==> src/rtl/pad_poller_pkg.sv <==
// Shared types and constants for the serial game-pad poller.
// Button indices follow the NES controller shift order.
package pad_poller_pkg;

   typedef enum logic [2:0] {
      IDLE,
      LATCH,
      SHIFT_LO,
      SHIFT_HI,
      DONE
   } state_t;

   localparam int NES_BITS  = 8;
   localparam int SNES_BITS = 16;

   localparam int BTN_A      = 0;
   localparam int BTN_B      = 1;
   localparam int BTN_SELECT = 2;
   localparam int BTN_START  = 3;
   localparam int BTN_UP     = 4;
   localparam int BTN_DOWN   = 5;
   localparam int BTN_LEFT   = 6;
   localparam int BTN_RIGHT  = 7;

endpackage

==> src/rtl/pad_shift_channel.sv <==
// One pad's capture path: shadow frame, previous frame,
// published button word and pressed/released edge flags.
module pad_shift_channel
   import pad_poller_pkg::*;
#(
   parameter int NUM_BITS   = NES_BITS,
   parameter int ACTIVE_LOW = 1
) (
   input  logic                        clk,
   input  logic                        reset,
   input  logic                        sample_en,
   input  logic                        commit,
   input  logic [$clog2(NUM_BITS)-1:0] bit_idx,
   input  logic                        data,
   output logic [NUM_BITS-1:0]         buttons,
   output logic [NUM_BITS-1:0]         pressed,
   output logic [NUM_BITS-1:0]         released
);

   localparam logic INV = (ACTIVE_LOW != 0);

   logic [NUM_BITS-1:0] shadow;
   logic [NUM_BITS-1:0] shadow_nxt;
   logic [NUM_BITS-1:0] prev;

   // The last sample lands in the same edge as the commit.
   always_comb begin
      shadow_nxt = shadow;
      if (sample_en)
         shadow_nxt[bit_idx] = data ^ INV;
   end

   always_ff @(posedge clk) begin
      if (reset) begin
         shadow   <= '0;
         prev     <= '0;
         buttons  <= '0;
         pressed  <= '0;
         released <= '0;
      end else begin
         shadow   <= shadow_nxt;
         pressed  <= '0;
         released <= '0;
         if (commit) begin
            buttons  <= shadow_nxt;
            pressed  <= shadow_nxt & ~prev;
            released <= ~shadow_nxt & prev;
            prev     <= shadow_nxt;
         end
      end
   end

endmodule

==> src/rtl/pad_poller.sv <==
// Polls NUM_PADS serial game pads over a shared latch/pulse pair
// and publishes one registered button frame per poll.
module pad_poller
   import pad_poller_pkg::*;
#(
   parameter int NUM_PADS    = 2,
   parameter int NUM_BITS    = NES_BITS,
   parameter int HALF_PERIOD = 1,
   parameter int ACTIVE_LOW  = 1
) (
   input  logic                         clk,
   input  logic                         reset,
   input  logic                         start,
   input  logic [NUM_PADS-1:0]          pad_data,
   output logic                         pad_latch,
   output logic                         pad_pulse,
   output logic                         busy,
   output logic [NUM_PADS*NUM_BITS-1:0] buttons,
   output logic [NUM_PADS*NUM_BITS-1:0] pressed,
   output logic [NUM_PADS*NUM_BITS-1:0] released,
   output logic                         frame_valid
);

   localparam int TW = $clog2(2*HALF_PERIOD+1);
   localparam int BW = $clog2(NUM_BITS);

   localparam logic [TW-1:0] LAT_END  = TW'(2*HALF_PERIOD-1);
   localparam logic [TW-1:0] PH_END   = TW'(HALF_PERIOD-1);
   localparam logic [BW-1:0] LAST_BIT = BW'(NUM_BITS-1);

   state_t        state;
   logic [TW-1:0] timer;
   logic [BW-1:0] bit_idx;
   logic          sample_en;
   logic          commit;

   assign sample_en = (state == SHIFT_LO) && (timer == PH_END);
   assign commit    = sample_en && (bit_idx == LAST_BIT);

   always_ff @(posedge clk) begin
      if (reset) begin
         state       <= IDLE;
         timer       <= '0;
         bit_idx     <= '0;
         pad_latch   <= 1'b0;
         pad_pulse   <= 1'b0;
         busy        <= 1'b0;
         frame_valid <= 1'b0;
      end else begin
         frame_valid <= commit;
         unique case (state)
            IDLE: begin
               timer <= '0;
               if (start) begin
                  state     <= LATCH;
                  pad_latch <= 1'b1;
                  busy      <= 1'b1;
               end
            end
            LATCH: begin
               if (timer == LAT_END) begin
                  state     <= SHIFT_LO;
                  timer     <= '0;
                  bit_idx   <= '0;
                  pad_latch <= 1'b0;
               end else begin
                  timer <= timer + TW'(1);
               end
            end
            SHIFT_LO: begin
               if (timer == PH_END) begin
                  timer <= '0;
                  if (bit_idx == LAST_BIT) begin
                     state <= DONE;
                  end else begin
                     state     <= SHIFT_HI;
                     pad_pulse <= 1'b1;
                  end
               end else begin
                  timer <= timer + TW'(1);
               end
            end
            SHIFT_HI: begin
               if (timer == PH_END) begin
                  state     <= SHIFT_LO;
                  timer     <= '0;
                  bit_idx   <= bit_idx + BW'(1);
                  pad_pulse <= 1'b0;
               end else begin
                  timer <= timer + TW'(1);
               end
            end
            DONE: begin
               state <= IDLE;
               busy  <= 1'b0;
            end
            default: begin
               state     <= IDLE;
               timer     <= '0;
               bit_idx   <= '0;
               pad_latch <= 1'b0;
               pad_pulse <= 1'b0;
               busy      <= 1'b0;
            end
         endcase
      end
   end

   for (genvar p = 0; p < NUM_PADS; p++) begin : g_pad
      pad_shift_channel #(
         .NUM_BITS   (NUM_BITS),
         .ACTIVE_LOW (ACTIVE_LOW)
      ) u_chan (
         .clk       (clk),
         .reset     (reset),
         .sample_en (sample_en),
         .commit    (commit),
         .bit_idx   (bit_idx),
         .data      (pad_data[p]),
         .buttons   (buttons[p*NUM_BITS +: NUM_BITS]),
         .pressed   (pressed[p*NUM_BITS +: NUM_BITS]),
         .released  (released[p*NUM_BITS +: NUM_BITS])
      );
   end

endmodule

==> config.mk <==
export PLATFORM = sky130hd
export DESIGN_NAME = pad_poller
export DESIGN_NICKNAME = d
export VERILOG_FILES = /design/src/rtl/pad_poller_pkg.sv /design/src/rtl/pad_shift_channel.sv /design/src/rtl/pad_poller.sv
export SDC_FILE = /design/constraint.sdc
export NUM_CORES = 1
export LEC_CHECK = 0
export BUFFER_PORTS_ARGS = -buffer_cell sky130_fd_sc_hd__buf_2
export CAP_MARGIN = 5
export CORE_ASPECT_RATIO = 1.75
export CORE_MARGIN = 4
export CORE_UTILIZATION = 40
export DETAILED_ROUTE_END_ITERATION = 6
export GPL_TIMING_DRIVEN = 0
export PLACE_DENSITY = 0.57
export SETUP_SLACK_MARGIN = 0.4
export SYNTH_ARGS = -nofsm -noshare
export SYNTH_HDL_FRONTEND = slang
export SYNTH_SLANG_ARGS = --single-unit
==> constraint.sdc <==
create_clock -name clk -period 3.39 [get_ports clk]
set_input_delay 0.5085 -clock clk [delete_from_list [all_inputs] [get_ports clk]]
set_output_delay 0.5085 -clock clk [all_outputs]
set_load 0.1 [all_outputs]
==> metrics <==
Hold Path Class=flop to flop; detailed-route DRC error count=0; cts bufs inserted=9; reg2reg start=bit_idx[0]; Synth area leaders=dfxtp_1, a21oi_1, and4_1, o211ai_1, or4_1; number of global-route vias before repair=2774; CP arrival=2.91 ns; largest net degree at the start of global routing=13; die area=0.00927 mm^2; chip height=124 um; cell row count=42; setup_tns=0 ns; drt total wl=8.89 mm; IO Pins=57; critical path peak fanout=10; CTS clk-pin slew, worst paths=0.06 ns; Max Cap Viol=0; PD cells=512 mW/mm^2; initial core utilization=0.409; syn nets=342; clock buffer depth=2; Final Core Density=0.499; Final min period=2.65 ns; worst clock skew=0.00554 ns; Layout fillers=755; Post-CTS Setup Inserts=0; crit path launch type=flop; hold slack=0.450 ns; Worst VDD drop=0.304 mV; Yosys reg bits=76; cell taking the most area after synthesis=dfxtp_1; ANT nets after route=0; Root Driver=clkbuf_16; Post-Syn Instances=331; wire per inst=18.1 um; status=completed; CTS tree=yes; crit path capture type=flop; Detailed Place HPWL=6.21 mm; sequential fraction of the synthesis area=0.492; ant diodes=0; WP data required=3.65 ns; hold buffers post-CTS=0; final period utilization=0.781; Synth Warn #=0; Slew Viols, Final=0; fin nets=409; final RePlAce weighted congestion=0.890; Critical Path Start=bit_idx[0]; total grt overflow=0; Yosys top cell area share=0.492; Core Area=0.00757 mm^2; reg2reg setup slack=0.74 ns; Skew-Pair Late Insertion Delay=0.33 ns; Fin. Hold Viols=0; library cells used by synthesis=36; gr usage total=0.201; layout cells sized above 1=0.216; via-per-instance ratio=5.76; Max transition margin=0.467; initial DRC count=144; measured slew at the worst slew-check pin=0.796 ns; total number of vias=2830; leakage=1.48 nW; placed cell area=0.00349 mm^2; RSZ-0062 raised after global routing=false; Syn Area/Cell=9.35 um^2; CTS H-tree depth=3; post-CTS sizing=0; Area Growth Syn to Fin=21.9%; Fmax=378 MHz; critical path type=flop to flop; Tot Pwr=1.93 mW; I/O Buffers=56; antenna violations before repair=0; first-pass GRT wire length=14.2 mm; final setup vio count=0; worst hold start=g_pad[0].u_chan.prev[7]; DRT Pass-1 Iters=4; Die W=74.5 um; Sink Count=76; Synth Cell Area=0.00310 mm^2; post-route cell area=0.00377 mm^2
[worst max-delay path, stage by stage, from the launching register on]
cell,delay [ns]
dfxtp_1,0.48
ha_1,0.20
ha_1,0.27
clkbuf_1,0.44
nor3b_2,0.75
nand3_1,0.23
a21oi_1,0.19
[state kept, by name (all words and copies together), names as in the netlist]
signal	flops
timer	2
pad_latch	1
bit_idx	3
g_pad.u_chan.shadow	16
busy	1
state	3
frame_valid	1
g_pad.u_chan.pressed	16
pad_pulse	1
g_pad.u_chan.prev	16
g_pad.u_chan.released	16
[placed cells by master, fill, tap and decap left out, types with 16 or more instances in the layout]
cell type,synthesis,layout
a21oi_1,39,39
or3_1,17,17
nand3_1,20,20
nand2_1,19,19
and4_1,16,16
buf_2,3,59
o21ai_0,20,20
inv_1,22,22
dfxtp_1,76,76
o211ai_1,16,16
[area by class of cell]
class                           instances  area, um^2  share of cell area
Buffer                                 22         116              0.0308
Clock buffer                           12         267              0.0706
Clock inverter                          4        22.5             0.00597
Inverter                               22        82.6              0.0219
Multi-Input combinational cell        211        1380               0.364
Sequential cell                        76        1520               0.403
Tap cell                               88         110              0.0292
Timing Repair Buffer                   56         280              0.0742
[per-stage QoR]
stage | setup WS (ns) | cells
after CTS | 0.812 | 491
after detailed placement | 0.728 | 475
after floorplan | 1.62 | 331
after global routing | 0.565 | 491
final | 0.742 | 491
after global placement | 0.795 | 475
[kinds of logic (layout without fill, tap and decap cells)]
family	count (synthesis)	count (layout)	synth area share
flops	76	76	0.492
compound gates	84	84	0.158
fa+ha+maj	6	6	0.0243
simple gates	121	121	0.262
buf+inv	44	116	0.0643
[where the power goes]
| part | switching [mW] | internal [mW] | leakage (nW) |
|---|---|---|---|
| sequential | 0.00649 | 0.902 | 0.613 |
| combinational | 0.0899 | 0.0314 | 0.727 |
| clock | 0.353 | 0.551 | 0.144 |
| total | 0.449 | 1.48 | 1.48 |
[metal layers]
layer / global-route usage / share of wire / up-vias
met3: 0.0339 / 0.044 / 20
li1: - / - / 1350
met2: 0.338 / 0.52 / 95
met5: 0 / 0 / -
met4: 0.0985 / 0.030 / 0
met1: 0.239 / 0.41 / 1365
[path summary, 6_finish.rpt]
check | depth (start not counted) | to
worst min register to register | 1 | g_pad[0].u_chan.pressed[7]
worst max-delay path | 6 | g_pad[0].u_chan.pressed[6]
worst max register to register | 6 | g_pad[0].u_chan.pressed[6]
worst min-delay path | 1 | g_pad[0].u_chan.pressed[7]
[cell usage after synthesis]
master,count
dfxtp_1,76
o211ai_1,16
o221a_2,1
nand3b_1,4
inv_1,22
a211oi_1,1
ha_1,6
nand2b_1,4
buf_2,3
nand3_1,20
nor3b_1,4
or4_1,15
and4_1,16
nor3_1,2
and3_1,1
nor2_1,1
and2_1,1
nor3b_2,3
o21ai_0,20
buf_6,4
nand4_1,2
nor4bb_1,1
nand4bb_4,1
a21o_1,2
or3_1,17
a2111oi_0,1
nor4_1,1
or3b_2,3
nor4b_1,1
clkbuf_1,15
a31oi_1,1
and3b_1,3
o2bb2ai_1,3
nand2_1,19
nor2b_1,2
a21oi_1,39
Power figures use the tool's default switching activity.
